**src/rtl/btn_conditioner.sv**
```systemverilog
// rtl/btn_conditioner.sv - synchronize, debounce and one-shot the left/right/drop buttons
// Left/right add press-and-hold auto-repeat and mutual suppression while both are held.
module btn_conditioner #(
    parameter int DEBOUNCE_CYCLES = 1000000,
    parameter int REPEAT_DELAY    = 40000000,
    parameter int REPEAT_RATE     = 15000000,
    parameter int CNT_W           = 26
) (
    input  logic clk,
    input  logic rst,
    input  logic btn_l_raw,
    input  logic btn_r_raw,
    input  logic btn_drop_raw,
    output logic btn_l,
    output logic btn_r,
    output logic btn_drop,
    output logic l_stable,
    output logic r_stable,
    output logic drop_stable
);

    localparam logic [CNT_W-1:0] ONE     = CNT_W'(1);
    localparam logic [CNT_W-1:0] DB_LAST = CNT_W'(DEBOUNCE_CYCLES - 1);
    localparam logic [CNT_W-1:0] RD_LAST = CNT_W'(REPEAT_DELAY - 1);
    localparam logic [CNT_W-1:0] RR_LAST = CNT_W'(REPEAT_RATE - 1);

    typedef enum logic [1:0] {IDLE, FIRE, DELAY, REPEAT} rstate_t;

    // Channel index: 0 = left, 1 = right, 2 = drop.
    logic [2:0]            raw;
    logic [2:0]            s1_q, s2_q;
    logic [2:0]            stable_q, stable_d;
    logic [2:0][CNT_W-1:0] dcnt_q, dcnt_d;
    logic                  drop_prev_q;
    logic                  drop_q;
    logic [1:0]            lr_q;
    logic [1:0][CNT_W-1:0] rcnt_q;
    rstate_t [1:0]         st_q;
    logic                  conflict_q, conflict_d;

    assign raw = {btn_drop_raw, btn_r_raw, btn_l_raw};

    always_comb begin
        stable_d = stable_q;
        dcnt_d   = '0;
        for (int i = 0; i < 3; i++) begin
            if (s2_q[i] != stable_q[i]) begin
                if (dcnt_q[i] == DB_LAST) begin
                    stable_d[i] = s2_q[i];
                end else begin
                    dcnt_d[i] = dcnt_q[i] + ONE;
                end
            end
        end
    end

    // conflict_d gates pulses on the edge where both levels become high, so no
    // pulse is ever visible during a cycle with both left and right held.
    assign conflict_q = stable_q[0] & stable_q[1];
    assign conflict_d = stable_d[0] & stable_d[1];

    always_ff @(posedge clk) begin
        if (rst) begin
            s1_q        <= '0;
            s2_q        <= '0;
            stable_q    <= '0;
            dcnt_q      <= '0;
            drop_prev_q <= 1'b0;
            drop_q      <= 1'b0;
            lr_q        <= '0;
            rcnt_q      <= '0;
            st_q        <= {IDLE, IDLE};
        end else begin
            s1_q        <= raw;
            s2_q        <= s1_q;
            stable_q    <= stable_d;
            dcnt_q      <= dcnt_d;
            drop_prev_q <= stable_q[2];
            drop_q      <= stable_q[2] & ~drop_prev_q;
            for (int i = 0; i < 2; i++) begin
                lr_q[i] <= 1'b0;
                case (st_q[i])
                    IDLE: begin
                        rcnt_q[i] <= '0;
                        if (stable_q[i]) begin
                            if (conflict_q) begin
                                st_q[i] <= DELAY;
                            end else begin
                                st_q[i] <= FIRE;
                                lr_q[i] <= ~conflict_d;
                            end
                        end
                    end
                    FIRE: begin
                        rcnt_q[i] <= '0;
                        st_q[i]   <= DELAY;
                    end
                    DELAY, REPEAT: begin
                        if (!stable_q[i]) begin
                            st_q[i]   <= IDLE;
                            rcnt_q[i] <= '0;
                        end else if (conflict_q) begin
                            rcnt_q[i] <= '0;
                        end else if (rcnt_q[i] == ((st_q[i] == DELAY) ? RD_LAST : RR_LAST)) begin
                            st_q[i]   <= REPEAT;
                            rcnt_q[i] <= '0;
                            lr_q[i]   <= ~conflict_d;
                        end else begin
                            rcnt_q[i] <= rcnt_q[i] + ONE;
                        end
                    end
                    default: begin
                        st_q[i]   <= IDLE;
                        rcnt_q[i] <= '0;
                    end
                endcase
            end
        end
    end

    assign btn_l       = lr_q[0];
    assign btn_r       = lr_q[1];
    assign btn_drop    = drop_q;
    assign l_stable    = stable_q[0];
    assign r_stable    = stable_q[1];
    assign drop_stable = stable_q[2];

endmodule
```
**config.mk**
```make
export PLATFORM = sky130hd
export DESIGN_NAME = btn_conditioner
export DESIGN_NICKNAME = d
export VERILOG_FILES = /design/src/rtl/btn_conditioner.sv
export SDC_FILE = /design/constraint.sdc
export NUM_CORES = 1
export LEC_CHECK = 0
export BUFFER_PORTS_ARGS = -buffer_cell sky130_fd_sc_hd__buf_2
export CAP_MARGIN = 20
export CELL_PAD_IN_SITES_DETAIL_PLACEMENT = 2
export CELL_PAD_IN_SITES_GLOBAL_PLACEMENT = 2
export CORE_ASPECT_RATIO = 1.75
export CORE_UTILIZATION = 35
export CTS_CLUSTER_SIZE = 10
export DETAILED_ROUTE_END_ITERATION = 8
export MAX_ROUTING_LAYER = met4
export PLACE_DENSITY_LB_ADDON = 0.1
export SLEW_MARGIN = 40
export SYNTH_ARGS = -nofsm -noshare
export SYNTH_HDL_FRONTEND = slang
export SYNTH_SLANG_ARGS = --single-unit
```
**constraint.sdc**
```tcl
create_clock -name clk -period 1.8 [get_ports clk]
set_input_delay 0.27 -clock clk [delete_from_list [all_inputs] [get_ports clk]]
set_output_delay 0.27 -clock clk [all_outputs]
set_load 0.03 [all_outputs]
```
==> summary.txt, run 1 <==
GRT Total Usage: 23.2%
Primary FF master, synth: dfxtp_1
initial antenna violation count: 0
Post-Route Setup TNS: -10.35 ns
Synth async-reset ratio: 0%
FF/Latch Area: 0.00295 mm²
core area: 0.0181 mm²
WHS: 0.0546 ns
Routed WL per cell: 20.0 µm
CTS Buf Count: 17
WP data arrival: 2.31 ns
multi-input logic area: 0.00391 mm²
Placement Setup Slack: -0.154 ns
synthesized area per cell: 8.75 µm²
Die Ht: 182 µm
CP delay by family, top: simple AND/OR/NAND/NOR gates
critical-path cell list: or3_1, or4_4, a211oi_4, nand3b_4, clkbuf_16, nor2_1
CTS Sinks: 147
syn_nets: 753
I/O Buffers: 10
critical path class: flip-flop to flip-flop
routed vias/inst: 5.22
Finished Cell Area: 0.00895 mm²
Cells after DPL: 1067
Post-CTS Hold Buffers: 0
Post-synth EDFFs: 0
Reg clk slew, reported paths: 0.07 ns
Initial Util: 35.9%
Worst EP required: 2.13 ns
Clock Skews: 0.00879 ns
Fillers: 1922
Cell Area, Synth: 0.00650 mm²
Seq cells post-synth: 147
status: complete, but fails checks
first-pass GRT wire length: 33700 µm
Static Leak: 3.19 nW
Horiz. Die Dim: 105 µm
YS warnings: 0
total wire length: 22300 µm
area post-placement: 0.00756 mm²
site row count: 65
Max Fclk: 504 MHz
Crit-path slowest cell: or4_4
DRC: 0
CP Capture Type: flip-flop
max-cap violations: 0
vias in the first global route: 6634
Max Root-Sink Buffers: 2
Congestion Overflow GR: 0
CP Launch Type: flip-flop
layout cells sized above 1: 29.9%
worst hold path type: primary input to flip-flop
crit-path max FO: 8
post-DP HPWL: 13600 µm
worst slew pin tran: 0.632 ns
max-slew violation count: 0
Max-slew headroom: 57.6%
Final Critical Period: 1.98 ns
via count: 5815
clock latency on the worst-skew pair: 0.44 ns
final setup vio count: 81
Layout Nets: 878
die area: 0.0191 mm²
fin worst setup slack: -0.184 ns
Routed Antenna Nets: 0
Max VDD drop: 557 µV
CTS tree: built
Non-Filler Instances: 1115
Cells after Synth: 743
Critical Path Max Stage Delay: 0.44 ns
failing checks: setup timing
sequential-to-total area share from yosys stat: 45.3%
I/O pins: 11
RSZ-0062 raised after global routing: yes
number of library cell types mapped by synthesis: 41
Detailed Route Iter0 Violations: 110
pwr dens: 780 mW/mm²
Final Hold Fails: 0
H-tree Lvls: 4
DR pass1 iterations: 4
worst path bufs/invs: 1
Area Growth Syn to Fin: 37.7%
pin count of the biggest net entering global routing: 27
Final Cycle Share: 110%
diodes inserted: 0
GP Congestion: 0.762
CTS Root Cell: clkbuf_16
==> metal layers <==
layer | part of all wire [%] | track usage (%)
met5 | 0 | -
met4 | 2.6 | 8.39
met1 | 36 | 21.3
met3 | 1.5 | 3.93
met2 | 59 | 46.6
==> cell type report <==
class	count	share of cell area, %
Clock buffer	20	5.21
Clock inverter	12	1.43
Inverter	19	0.797
Multi-Input combinational cell	553	43.7
Sequential cell	147	33.0
Tap cell	234	3.27
Timing Repair Buffer	130	12.7
==> cell families (layout without fill, tap and decap cells) <==
kind of cell | Yosys count | in the layout | synth area share (%)
XOR/XNOR | 123 | 123 | 16.6
AND/OR/NAND/NOR | 407 | 410 | 31.8
flip-flops | 147 | 147 | 45.3
multiplexers | 2 | 2 | 0.308
adder cells (fa/ha/maj) | 5 | 5 | 0.962
AO/OA/AOI/OAI | 13 | 13 | 1.60
buffers and inverters | 46 | 181 | 3.48
==> worst reg2reg max path, delay by kind of cell, from the launching register on <==
kind / cells / cell delay, ns
AO/OA/AOI/OAI: 1 / 0.25
flip-flops: 1 / 0.32
buffers and inverters: 1 / 0.19
AND/OR/NAND/NOR: 4 / 1.12
==> power breakdown <==
| part | switching (mW) | leakage, nW | total (mW) | internal (mW) |
|---|---|---|---|---|
| combinational | 0.0437 | 1.72 | 0.0777 | 0.0340 |
| sequential | 0.00652 | 1.19 | 3.27 | 3.26 |
| clock | 1.49 | 0.285 | 3.64 | 2.15 |
==> worst paths after layout <==
| check | startpoint | endpoint | slack [ns] | cells past startpoint |
|---|---|---|---|---|
| max | rcnt_q[44] | rcnt_q[45] | -0.18 | 6 |
| min | btn_l_raw | s1_q[0] | 0.05 | 2 |
| max reg2reg | rcnt_q[44] | rcnt_q[45] | -0.18 | 6 |
| min reg2reg | drop_prev_q | btn_drop | 0.39 | 1 |
==> synth_stat cells, drive strengths merged (3+ instances only) <==
library cell | instances | area (µm²)
nand3 | 47 | 235
nor4b | 7 | 61.3
or4 | 3 | 22.5
and4 | 10 | 87.6
dfxtp | 147 | 2940
nand2 | 42 | 158
buf | 14 | 106
nand3b | 3 | 47.6
or3 | 11 | 68.8
xor2 | 65 | 569
clkbuf | 13 | 48.8
inv | 19 | 71.3
nand4 | 36 | 225
ha | 5 | 62.6
xnor2 | 58 | 508
nor3 | 29 | 150
nand2b | 5 | 31.3
nor2b | 10 | 62.6
nor2 | 155 | 582
and3 | 19 | 119
a21oi | 3 | 15.0
nand4b | 4 | 35.0
nor4 | 18 | 125
and2 | 4 | 25.0
==> per-stage QoR <==
step	utilization (%)	total power, mW
6_report	49.4	6.98
5_1_grt	49.4	7.19
4_1_cts	46.2	7.02
3_5_place_dp	41.7	3.39
3_3_place_gp	41.7	3.39
2_1_floorplan	-	3.37
==> sequential cells by signal, indices dropped and copies added, names as in the netlist <==
register and cells:
drop_prev_q 1, st_q 4, stable_q 3, rcnt_q 52, lr_q 2, btn_drop 1
s1_q 3, s2_q 3, dcnt_q 78
==> timing repair <==
item / in CTS / in global routing
setup endpoints to repair: 109 / 136
buffers inserted: 3 / 3
pin swaps: 16 / 46
cloned: 4 / 6
gates resized for setup: 34 / 103
==> layout by cell type (no fill, tap or decap), types with 5 or more instances in the layout <==
| master | n |
|---|---|
| and3_1 | 19 |
| and4_1 | 10 |
| buf_2 | 10 |
| buf_4 | 105 |
| clkbuf_16 | 22 |
| dfxtp_1 | 140 |
| dfxtp_2 | 7 |
| inv_1 | 19 |
| nand2_1 | 41 |
| nand2b_1 | 5 |
| nand3_1 | 47 |
| nand3b_4 | 5 |
| nand4_1 | 36 |
| nor2_1 | 102 |
| nor2_2 | 18 |
| nor2_4 | 35 |
| nor2b_1 | 10 |
| nor3_1 | 24 |
| nor4_1 | 9 |
| nor4_2 | 9 |
| or3_1 | 6 |
| or3_4 | 5 |
| xnor2_1 | 57 |
| xor2_1 | 65 |
No activity file was read; power rests on OpenSTA's default activity.
==> run 2, diff against run 1 <==
--- a/config.mk
+++ b/config.mk
@@ -15,6 +15,7 @@
 export DETAILED_ROUTE_END_ITERATION = 8
 export MAX_ROUTING_LAYER = met4
 export PLACE_DENSITY_LB_ADDON = 0.1
+export RECOVER_POWER = 50
 export SLEW_MARGIN = 40
 export SYNTH_ARGS = -nofsm -noshare
 export SYNTH_HDL_FRONTEND = slang
==> summary.txt, run 2 (synthesis gave the netlist of run 1 again) <==
worst slew pin tran: 0.632 ns
Reg clk slew, reported paths: 0.07 ns
Post-CTS Hold Buffers: 0
Area Growth Syn to Fin: 37.4%
first-pass GRT wire length: 33700 µm
commonest non-fill, non-tap cells in the layout: 140 x dfxtp_1, 103 x buf_4, 102 x nor2_1, 65 x xor2_1, 57 x xnor2_1
Horiz. Die Dim: 105 µm
failing checks: setup timing
critical-path cell list: or3_1, or4_4, a211oi_4, nand3b_4, clkbuf_16, nor2_1
Die Ht: 182 µm
max FFs per register: 78
layout cells sized above 1: 28.8%
reg-to-reg slack, setup: -0.18 ns
status: complete, but fails checks
max-slew violation count: 0
register share of total power: 46.8%
WP data arrival: 2.31 ns
most common cell after layout, fill and taps aside: dfxtp_1
clock latency on the worst-skew pair: 0.44 ns
fin worst setup slack: -0.184 ns
Final Critical Period: 1.98 ns
Layout Nets: 878
core area: 0.0181 mm²
CTS tree: built
initial antenna violation count: 0
Psw: 1.54 mW
WHS: 0.0544 ns
Sw Ratio: 22.1%
number of cells on the critical path: 6
crit-path max FO: 8
Final Hold Fails: 0
post-DP HPWL: 13600 µm
Fillers: 1926
Critical Path Max Stage Delay: 0.44 ns
CP delay by family, top: simple AND/OR/NAND/NOR gates
RSZ-0062 raised after global routing: yes
site row count: 65
R2R depth: 6
DRC: 0
Clock Skews: 0.00877 ns
largest register by flop count: dcnt_q
biggest regs: dcnt_q (78), rcnt_q (52), st_q (4)
Clk pwr share: 52.1%
Max Root-Sink Buffers: 2
Non-Filler Instances: 1115
CTS Root Cell: clkbuf_16
pin count of the biggest net entering global routing: 27
vias in the first global route: 6634
DR pass1 iterations: 4
I/O Buffers: 10
Worst EP required: 2.13 ns
CP Launch Type: flip-flop
GP Congestion: 0.762
Cells after DPL: 1067
Internal: 5.44 mW
H-tree Lvls: 4
Detailed Route Iter0 Violations: 113
CP Capture Type: flip-flop
Gate power share: 1.1%
final setup vio count: 81
pwr dens: 781 mW/mm²
worst path bufs/invs: 1
Max-slew headroom: 57.6%
CTS Sinks: 147
Finished Core Util: 49.3%
area post-placement: 0.00756 mm²
hold path depth: 2
Final Cycle Share: 110%
Initial Util: 35.9%
routed vias/inst: 5.22
Crit-path slowest cell: or4_4
Finished Cell Area: 0.00893 mm²
Routed Antenna Nets: 0
Max VDD drop: 552 µV
worst hold path type: primary input to flip-flop
total wire length: 22300 µm
die area: 0.0191 mm²
Congestion Overflow GR: 0
diodes inserted: 0
Routed WL per cell: 20.0 µm
critical path class: flip-flop to flip-flop
I/O pins: 11
GRT Total Usage: 23.2%
Max Fclk: 504 MHz
via count: 5816
Static Leak: 3.15 nW
CTS Buf Count: 17
max-cap violations: 0
## run 2: through the flow
stage	TNS, ns	total power, mW	setup slack, ns
finish	-10.46	6.98	-0.184
global route	-16.13	7.19	-0.234
CTS	-5.77	7.02	-0.157
detailed placement	-8.51	3.39	-0.154
global placement	-3.04	3.39	-0.0765
floorplan	-0.156	3.37	-0.0119
## run 2: cell type report
class	count	area, µm²	share of cell area [%]
Multi-Input combinational cell	553	3900	43.7
Sequential cell	147	2950	33.0
Timing Repair Buffer	130	1120	12.5
Clock buffer	20	467	5.22
Tap cell	234	293	3.28
Clock inverter	12	128	1.43
Inverter	19	71.3	0.798
## run 2: timing repair
item / CTS / global route
gates cloned: 4 / 6
buffers inserted: 3 / 3
resized for setup: 34 / 103
hold endpoints to repair: 0 / 0
pin swaps: 16 / 46
setup endpoints to repair: 109 / 136
## run 2: power groups by stage
stage | clock [mW] | sequential, mW | combinational (mW)
after CTS | 3.70 | 3.27 | 0.0553
after floorplan | 0 | 3.34 | 0.0281
final | 3.64 | 3.27 | 0.0768
after global routing | 3.84 | 3.27 | 0.0820
after detailed placement | 0 | 3.34 | 0.0497
after global placement | 0 | 3.34 | 0.0481
## run 2: worst register-to-register path, delay by kind of cell, from the launching register on
kind,cells,cell delay (ns)
flip-flops,1,0.32
AO/OA/AOI/OAI,1,0.25
buffers and inverters,1,0.19
AND/OR/NAND/NOR,4,1.12
## run 2: worst paths after layout
check | from | end
worst min register to register | drop_prev_q | btn_drop
worst min-delay path | btn_l_raw | s1_q[0]
worst max-delay path | rcnt_q[44] | rcnt_q[45]
worst max register to register | rcnt_q[44] | rcnt_q[45]
## run 2: layer usage
layer | wire length [µm] | track usage (%) | vias to the layer above
met2 | 13300 | 46.6 | 62
li1 | - | - | 2770
met1 | 8130 | 21.3 | 2945
met5 | 0 | - | -
met3 | 328 | 3.93 | 39
met4 | 578 | 8.39 | 0
